**src/rtl/ifu_pkg.sv**
```systemverilog
// Shared definitions for the instruction-fetch unit: FSM state encoding and
// default widths / reset PC used by ifu_fetch_ctrl.
package ifu_pkg;

    localparam int unsigned BUS_WIDTH_DEF   = 32;
    localparam int unsigned INSTR_WIDTH_DEF = 32;
    localparam logic [31:0] RESET_PC_DEF    = 32'h0000_0000;

    typedef enum logic [1:0] {
        ST_IDLE  = 2'd0,
        ST_REQ   = 2'd1,
        ST_HOLD  = 2'd2,
        ST_DRAIN = 2'd3
    } fetch_state_e;

endpackage

```
**src/rtl/ifu_fetch_ctrl_incr.sv**
```systemverilog
// Modulo-2^WIDTH incrementer used for PC sequencing; all-ones wraps to zero.
module ifu_fetch_ctrl_incr #(
    parameter int unsigned WIDTH = 32
) (
    input  logic [WIDTH-1:0] val_i,
    output logic [WIDTH-1:0] inc_o
);

    assign inc_o = val_i + {{(WIDTH-1){1'b0}}, 1'b1};

endmodule

```
**src/rtl/ifu_fetch_ctrl.sv**
```systemverilog
// PC sequencer and instruction-fetch controller with redirect draining.
// Define IFU_PREFETCH_EN to overlap the next fetch with the decode handover.
module ifu_fetch_ctrl
    import ifu_pkg::*;
#(
    parameter int unsigned          BUS_WIDTH   = BUS_WIDTH_DEF,
    parameter int unsigned          INSTR_WIDTH = INSTR_WIDTH_DEF,
    parameter logic [BUS_WIDTH-1:0] RESET_PC    = BUS_WIDTH'(RESET_PC_DEF)
) (
    input  logic                   clk,
    input  logic                   rst_n,
    input  logic                   stall,
    input  logic                   redirect_valid,
    input  logic [BUS_WIDTH-1:0]   redirect_pc,
    output logic                   imem_req,
    output logic [BUS_WIDTH-1:0]   imem_addr,
    input  logic                   imem_ack,
    input  logic [INSTR_WIDTH-1:0] imem_data,
    output logic                   instr_valid,
    output logic [INSTR_WIDTH-1:0] instr,
    output logic [BUS_WIDTH-1:0]   instr_pc,
    output logic [BUS_WIDTH-1:0]   pc,
    output fetch_state_e           state_dbg
);

    fetch_state_e           state_q, state_d;
    logic [BUS_WIDTH-1:0]   pc_q, pc_d;
    logic                   req_q, req_d;
    logic [BUS_WIDTH-1:0]   addr_q, addr_d;
    logic                   valid_q, valid_d;
    logic [INSTR_WIDTH-1:0] instr_q, instr_d;
    logic [BUS_WIDTH-1:0]   instr_pc_q, instr_pc_d;
    logic [BUS_WIDTH-1:0]   target_q, target_d;
    logic [BUS_WIDTH-1:0]   pc_inc;

    ifu_fetch_ctrl_incr #(.WIDTH(BUS_WIDTH)) u_pc_incr (
        .val_i (pc_q),
        .inc_o (pc_inc)
    );

`ifdef IFU_PREFETCH_EN
    logic [BUS_WIDTH-1:0] addr_inc;

    ifu_fetch_ctrl_incr #(.WIDTH(BUS_WIDTH)) u_addr_incr (
        .val_i (addr_q),
        .inc_o (addr_inc)
    );

    // The prefetch request exists only in the handover cycle, so it follows stall.
    assign imem_req = req_q | ((state_q == ST_HOLD) & ~stall);
`else
    assign imem_req = req_q;
`endif

    always_comb begin
        state_d    = state_q;
        pc_d       = pc_q;
        req_d      = req_q;
        addr_d     = addr_q;
        valid_d    = valid_q;
        instr_d    = instr_q;
        instr_pc_d = instr_pc_q;
        target_d   = target_q;
        case (state_q)
            ST_IDLE: begin
                state_d = ST_REQ;
                req_d   = 1'b1;
                valid_d = 1'b0;
                if (redirect_valid) begin
                    pc_d   = redirect_pc;
                    addr_d = redirect_pc;
                end else begin
                    addr_d = pc_q;
                end
            end
            ST_REQ: begin
                if (imem_ack) begin
                    if (redirect_valid) begin
                        pc_d   = redirect_pc;
                        addr_d = redirect_pc;
                    end else begin
                        instr_d    = imem_data;
                        instr_pc_d = pc_q;
                        valid_d    = 1'b1;
                        req_d      = 1'b0;
                        state_d    = ST_HOLD;
`ifdef IFU_PREFETCH_EN
                        addr_d     = pc_inc;
`endif
                    end
                end else if (redirect_valid) begin
                    target_d = redirect_pc;
                    state_d  = ST_DRAIN;
                end
            end
            ST_HOLD: begin
`ifdef IFU_PREFETCH_EN
                if (!stall) begin
                    // A request to addr_q (= pc+1) is on the bus this cycle.
                    if (redirect_valid) begin
                        valid_d = 1'b0;
                        req_d   = 1'b1;
                        if (imem_ack) begin
                            pc_d    = redirect_pc;
                            addr_d  = redirect_pc;
                            state_d = ST_REQ;
                        end else begin
                            target_d = redirect_pc;
                            state_d  = ST_DRAIN;
                        end
                    end else begin
                        pc_d = pc_inc;
                        if (imem_ack) begin
                            instr_d    = imem_data;
                            instr_pc_d = pc_inc;
                            addr_d     = addr_inc;
                        end else begin
                            req_d   = 1'b1;
                            valid_d = 1'b0;
                            state_d = ST_REQ;
                        end
                    end
                end else if (redirect_valid) begin
                    pc_d    = redirect_pc;
                    addr_d  = redirect_pc;
                    req_d   = 1'b1;
                    valid_d = 1'b0;
                    state_d = ST_REQ;
                end
`else
                if (redirect_valid) begin
                    pc_d    = redirect_pc;
                    addr_d  = redirect_pc;
                    req_d   = 1'b1;
                    valid_d = 1'b0;
                    state_d = ST_REQ;
                end else if (!stall) begin
                    pc_d    = pc_inc;
                    addr_d  = pc_inc;
                    req_d   = 1'b1;
                    valid_d = 1'b0;
                    state_d = ST_REQ;
                end
`endif
            end
            ST_DRAIN: begin
                // The old request must complete; its data is dropped.
                if (imem_ack) begin
                    pc_d    = redirect_valid ? redirect_pc : target_q;
                    addr_d  = redirect_valid ? redirect_pc : target_q;
                    req_d   = 1'b1;
                    state_d = ST_REQ;
                end else if (redirect_valid) begin
                    target_d = redirect_pc;
                end
            end
            default: begin
                state_d = ST_IDLE;
            end
        endcase
    end

    always_ff @(posedge clk or negedge rst_n) begin
        if (!rst_n) begin
            state_q    <= ST_IDLE;
            pc_q       <= RESET_PC;
            req_q      <= 1'b0;
            addr_q     <= RESET_PC;
            valid_q    <= 1'b0;
            instr_q    <= '0;
            instr_pc_q <= '0;
            target_q   <= '0;
        end else begin
            state_q    <= state_d;
            pc_q       <= pc_d;
            req_q      <= req_d;
            addr_q     <= addr_d;
            valid_q    <= valid_d;
            instr_q    <= instr_d;
            instr_pc_q <= instr_pc_d;
            target_q   <= target_d;
        end
    end

    assign imem_addr   = addr_q;
    assign instr_valid = valid_q;
    assign instr       = instr_q;
    assign instr_pc    = instr_pc_q;
    assign pc          = pc_q;
    assign state_dbg   = state_q;

endmodule
```
**config.mk**
```make
export PLATFORM = sky130hd
export DESIGN_NAME = ifu_fetch_ctrl
export DESIGN_NICKNAME = d
export VERILOG_FILES = /design/src/rtl/ifu_pkg.sv /design/src/rtl/ifu_fetch_ctrl_incr.sv /design/src/rtl/ifu_fetch_ctrl.sv
export SDC_FILE = /design/constraint.sdc
export NUM_CORES = 1
export LEC_CHECK = 0
export CORE_MARGIN = 3
export CORE_UTILIZATION = 40
export CTS_CLUSTER_SIZE = 40
export DETAILED_ROUTE_END_ITERATION = 8
export PLACE_DENSITY = 0.69
export RECOVER_POWER = 25
export SETUP_SLACK_MARGIN = 0.3
export SLEW_MARGIN = 10
export SYNTH_ARGS = -nofsm -noshare
export SYNTH_HDL_FRONTEND = slang
export SYNTH_SLANG_ARGS = --single-unit
```
**constraint.sdc**
```tcl
create_clock -name clk -period 2.2 [get_ports clk]
set_input_delay 0.22 -clock clk [delete_from_list [all_inputs] [get_ports clk]]
set_output_delay 0.22 -clock clk [all_outputs]
set_load 0.05 [all_outputs]
```
# Word-level counts from Yosys, hierarchy flattened
# Cells that the tools add are included.
op_classes:
  n_eq_ne: 10
  reduce_logical: 10
  n_addsub: 1
  bitwise: 2
  muxes: 28
op_table:
  columns: ["cell", "count"]
  rows:
  - ["$mux W32", 8]
  - ["$pmux W32 S4", 2]
  - ["$add A32 B1 Y32 const B", 1]
  - ["$reduce_and A4 Y1", 4]
  - ["$mux W2", 6]
  - ["$mux W1", 9]
  - ["$ne A3 B3 Y1 const B", 3]
  - ["$ne A2 B2 Y1 const B", 4]
  - ["$pmux W2 S4", 1]
  - ["$reduce_and A3 Y1", 2]
  - ["$eq A2 B2 Y1 const B", 2]
  - ["$pmux W1 S4", 1]
  - ["$pmux W1 S3", 1]
  - ["$reduce_bool A3 Y1", 1]
  - ["$eq A2 B1 Y1 const B", 1]
  - ["$logic_not A2 Y1", 1]
  - ["$not A1 Y1", 2]
  - ["$reduce_and A2 Y1", 1]
  - ["$reduce_or A2 Y1", 1]
totals:
  input_bits: 69
  word_cells: 59
  output_inout_bits: 132
  reg_bits: 164

# Depth between registers and ports, before layout
depth:
  depth_word: 4
  mapped_depth: 9
  ltp_nobuf: 7

# Hierarchy
# A second synthesis with hierarchy kept.
unflattened:
  cells_unflattened: 793
  area_unflattened_um2: 8609.5
by_module_without_submodules:
  columns: ["mod", "seq_area_each_um2", "n_inst", "cells_per_inst", "area_per_inst_um2"]
  rows:
  - ["ifu_fetch_ctrl", 4103.9, 1, 701, 7993.9]
  - ["ifu_fetch_ctrl_incr", 0.0, 1, 92, 615.6]

# Worst setup path after synthesis
# No wires, ideal clock.
synth_timing:
  path_type: "register -> register"
  start: "register pc_q[0] (netlist: pc[0])"
  end: "register addr_q[16] (netlist: imem_addr[16])"
  path_stages_with_launch: 8
  t_required_ps: 2080
  synth_period_minus_slack_ps: 2509
  setup_ps: 120
  setup_slack_ps: -309
  n_path_buf: 0
  arrival_time_ps: 2389
  cell_sequence: "dfrtp_1 -> ha_1 -> nand3_1 -> nor4_2 -> nand3_1 -> xnor2_1 -> a211o_1 -> o211a_1"
synth_between:
  elab_chain_cells: 4
synth_lines:
  columns: ["item", "line_no", "text"]
  rows:
  - ["start, declared", "ifu_fetch_ctrl.sv:27", "logic [BUS_WIDTH-1:0] pc_q, pc_d;"]
  - ["start signal, assigned", "ifu_fetch_ctrl.sv:175", "pc_q <= pc_d;"]
  - ["$add A32 B1 Y32", "ifu_fetch_ctrl_incr.sv:9", "assign inc_o = val_i + {{(WIDTH-1){1'b0}}, 1'b1};"]
  - ["$mux W32", "ifu_fetch_ctrl.sv:137", "end else if (!stall) begin"]
  - ["$mux W32", "ifu_fetch_ctrl.sv:131", "if (redirect_valid) begin"]
  - ["$pmux W32 S4", "ifu_fetch_ctrl.sv:64", "case (state_q)"]
  - ["end signal, assigned", "ifu_fetch_ctrl.sv:177", "addr_q <= addr_d;"]
  - ["end, declared", "ifu_fetch_ctrl.sv:29", "logic [BUS_WIDTH-1:0] addr_q, addr_d;"]
# No other way between the ends. The select of a mux whose other input is x is not followed.
# A chain may end at the register's enable or synchronous reset.

# Worst setup path in the final report
layout_timing:
  start: "register pc_q[0] (netlist: pc[0])"
  end: "register pc_q[18] (netlist: pc[18])"
layout_between:
  elab_chain_cells: 4
layout_lines:
  columns: ["item", "line_no"]
  rows:
  - ["$add A32 B1 Y32", "ifu_fetch_ctrl_incr.sv:9"]
  - ["$mux W32", "ifu_fetch_ctrl.sv:137"]
  - ["$mux W32", "ifu_fetch_ctrl.sv:131"]
  - ["$pmux W32 S4", "ifu_fetch_ctrl.sv:64"]
# No other way between the ends. The select of a mux whose other input is x is not followed.

==> results.json <==
{
  "setup_slack_ns": 0.167,
  "synthCells": 869,
  "dp_hpwl_mm": 20.6,
  "die_y_um": 153,
  "finalCriticalPeriod_ns": 2.03,
  "cts.sinks": 164,
  "start_kind": "flip-flop",
  "layout_common_cells": "161 x clkdlybuf4s50_1, 136 x dfrtp_1, 95 x buf_4",
  "path_max_fanout": 5,
  "vias": 8234,
  "cts-root-buf": "clkbuf_16",
  "dp_slack_ns": 0.102,
  "cts_buffers": 17,
  "clock_latency_ns": 0.44,
  "areaGrowthSynthToFinish_pct": 46.2,
  "grt_start_max_net_pins": 53,
  "leakage_nw": 5.39,
  "ys_types": 66,
  "rows": 53,
  "drtIter0Drc": 700,
  "htreeDepth": 4,
  "initial_utilization": 0.409,
  "grt-ovfl-total": 0,
  "gp_congestion": 0.939,
  "grt_usage": 0.242,
  "tns_ns": 0,
  "grt_pass1_wl_mm": 45.4,
  "yosysSeqAreaShare": 0.476,
  "die_width_um": 153,
  "synth_area_per_cell_um2": 9.93,
  "grt_setup_unrepaired": "true",
  "min_period_over_period": 0.924,
  "fin_worst_skew_ns": 0.0116,
  "core_area_um2": 21100,
  "vias_per_cell": 5.78,
  "finalWirelength_mm": 29.2,
  "synth_ff_type": "dfrtp_1",
  "worst_pin_slew_ns": 1.47,
  "slowest_stage": "dfrtp_4",
  "irDropWorstVdd_mv": 0.663,
  "ys_ff_latch": 164,
  "cts_tree": "built",
  "clk_pin_slew_ns": 0.06,
  "drv_cap": 0,
  "synth.net_count": 939,
  "crit_chain": "ha_4, and3_4, nand4_1, buf_4, buf_6, o21ai_0, a21oi_1, a211o_1",
  "final_common_cell": "clkdlybuf4s50_1",
  "synth_area_leaders": "dfrtp_1 48%, mux2_2 11%, nand2_1 4.0%",
  "antenna_cells": 0,
  "remaining_drc_errors": 0,
  "clock_path_buffers": 2,
  "netlist_area_um2": 8630,
  "synth_top_area_share": 0.476,
  "antenna_found_initial": 0,
  "drive_above_1_share": 0.285,
  "crit_family": "compound AO/OA/AOI/OAI gates",
  "num-nets-final": 1206,
  "fmax_mhz": 492,
  "fin_util": 0.598,
  "async_flop_share": 1.00,
  "slowest_delay_ns": 0.45,
  "grt_pass1_vias": 8096,
  "outcome": "complete, no violations",
  "ys_warn_count": 0,
  "io_pins": 201,
  "relSlewSlack": 0.0179,
  "dieArea_um2": 23400,
  "hp-class": "input pin to flip-flop",
  "setup_viol": 0,
  "crit_buf_inv": 2,
  "worstSetupPathType": "flip-flop to flip-flop",
  "critPathRequiredTime_ns": 2.52,
  "synth_top_area_cell": "dfrtp_1",
  "critPathCaptureType": "flip-flop",
  "cellPowerDensity_nw_per_um2": 1160,
  "synth-edff-count": 0,
  "hold_viol_final": 0,
  "p_total_w": 0.0146,
  "drtAntennaViolNets": 0,
  "drt-wirelength-per-cell_um": 20.5,
  "first_pass_iters": 5,
  "drv_slew": 0,
  "place.port_buffers": 200,
  "cp.arrival_ns": 2.35
}
## report_power, final
part	internal [W]	switching, W
Clock	0.00163	0.00130
Combinational	0.00259	0.00461
Sequential	0.00390	0.000605
## cell usage after synthesis, types with 10 or more instances
library cell,n
dfrtp_1,164
nand2_1,93
mux2_2,88
o21ai_0,67
a21oi_1,57
nor2_1,54
clkbuf_1,37
mux2i_1,34
nand3_1,23
inv_1,22
buf_2,19
o22ai_1,16
nor3_1,15
a31oi_1,10
## final cells by class
| class | instances | area (um^2) |
|---|---|---|
| inverter | 22 | 82.6 |
| fill | 1794 | 8480 |
| tap | 275 | 344 |
| multi-input combinational | 619 | 4550 |
| clock inverter | 13 | 121 |
| clock buffer | 19 | 453 |
| sequential | 164 | 4140 |
| timing repair buffer | 312 | 2920 |
## worst paths after layout
kind | slack (ns) | depth (start not counted) | end | from
setup / recovery | 0.17 | 8 | pc[18] | pc[0]
hold / removal | 0.35 | 4 | pc[4] | redirect_valid
setup reg to reg | 0.17 | 8 | pc[18] | pc[0]
hold reg to reg | 0.48 | 2 | imem_addr[8] | imem_addr[8]
max in group asynchronous | 0.44 | 3 | target_q[17] | rst_n
min in group asynchronous | 0.68 | 2 | target_q[29] | rst_n
## state kept, by name, summed over array words and instances, names as in the netlist
register	cells
instr_pc	32
imem_req	1
target_q	32
state_dbg	2
pc	32
instr	32
instr_valid	1
imem_addr	32
## kinds of logic (layout without fill, tap and decap cells)
group	count (synthesis)	in the layout	share of synthesized area
buffers and inverters	86	366	0.0406
adder cells (fa/ha/maj)	1	1	0.00145
AO/OA/AOI/OAI	243	243	0.181
multiplexers	122	122	0.154
flip-flops	164	164	0.476
XOR/XNOR	10	10	0.0102
AND/OR/NAND/NOR	243	243	0.136
## worst register-to-register path: cells and delay by family (launching register included)
family	cells	cell delay [ns]
AO/OA/AOI/OAI	3	0.55
adder cells (fa/ha/maj)	1	0.15
buffers and inverters	2	0.37
flip-flops	1	0.45
AND/OR/NAND/NOR	2	0.41
## per-layer routing
layer	track usage	routed length [um]
met1	0.336	12500
met2	0.383	13800
met3	0.0447	2220
met4	0.0849	637
met5	0	0
## through the flow
step	hold WS, ns	instance area, um^2	instances
finish	0.345	12600	1424
global route	0.368	12600	1424
CTS	0.326	12300	1413
detailed placement	0.224	11500	1365
global placement	0.217	11500	1365
floorplan	-0.0756	8830	869
## repair_timing
action,4_1_cts,5_1_grt
hold buffers,1,0
pin swaps,24,22
endpoints found under the hold margin,47,0
gates cloned,0,1
endpoints found under the setup margin,59,52
gates resized for setup,57,47
setup buffers,15,10
(Power assumes the default switching activity.)
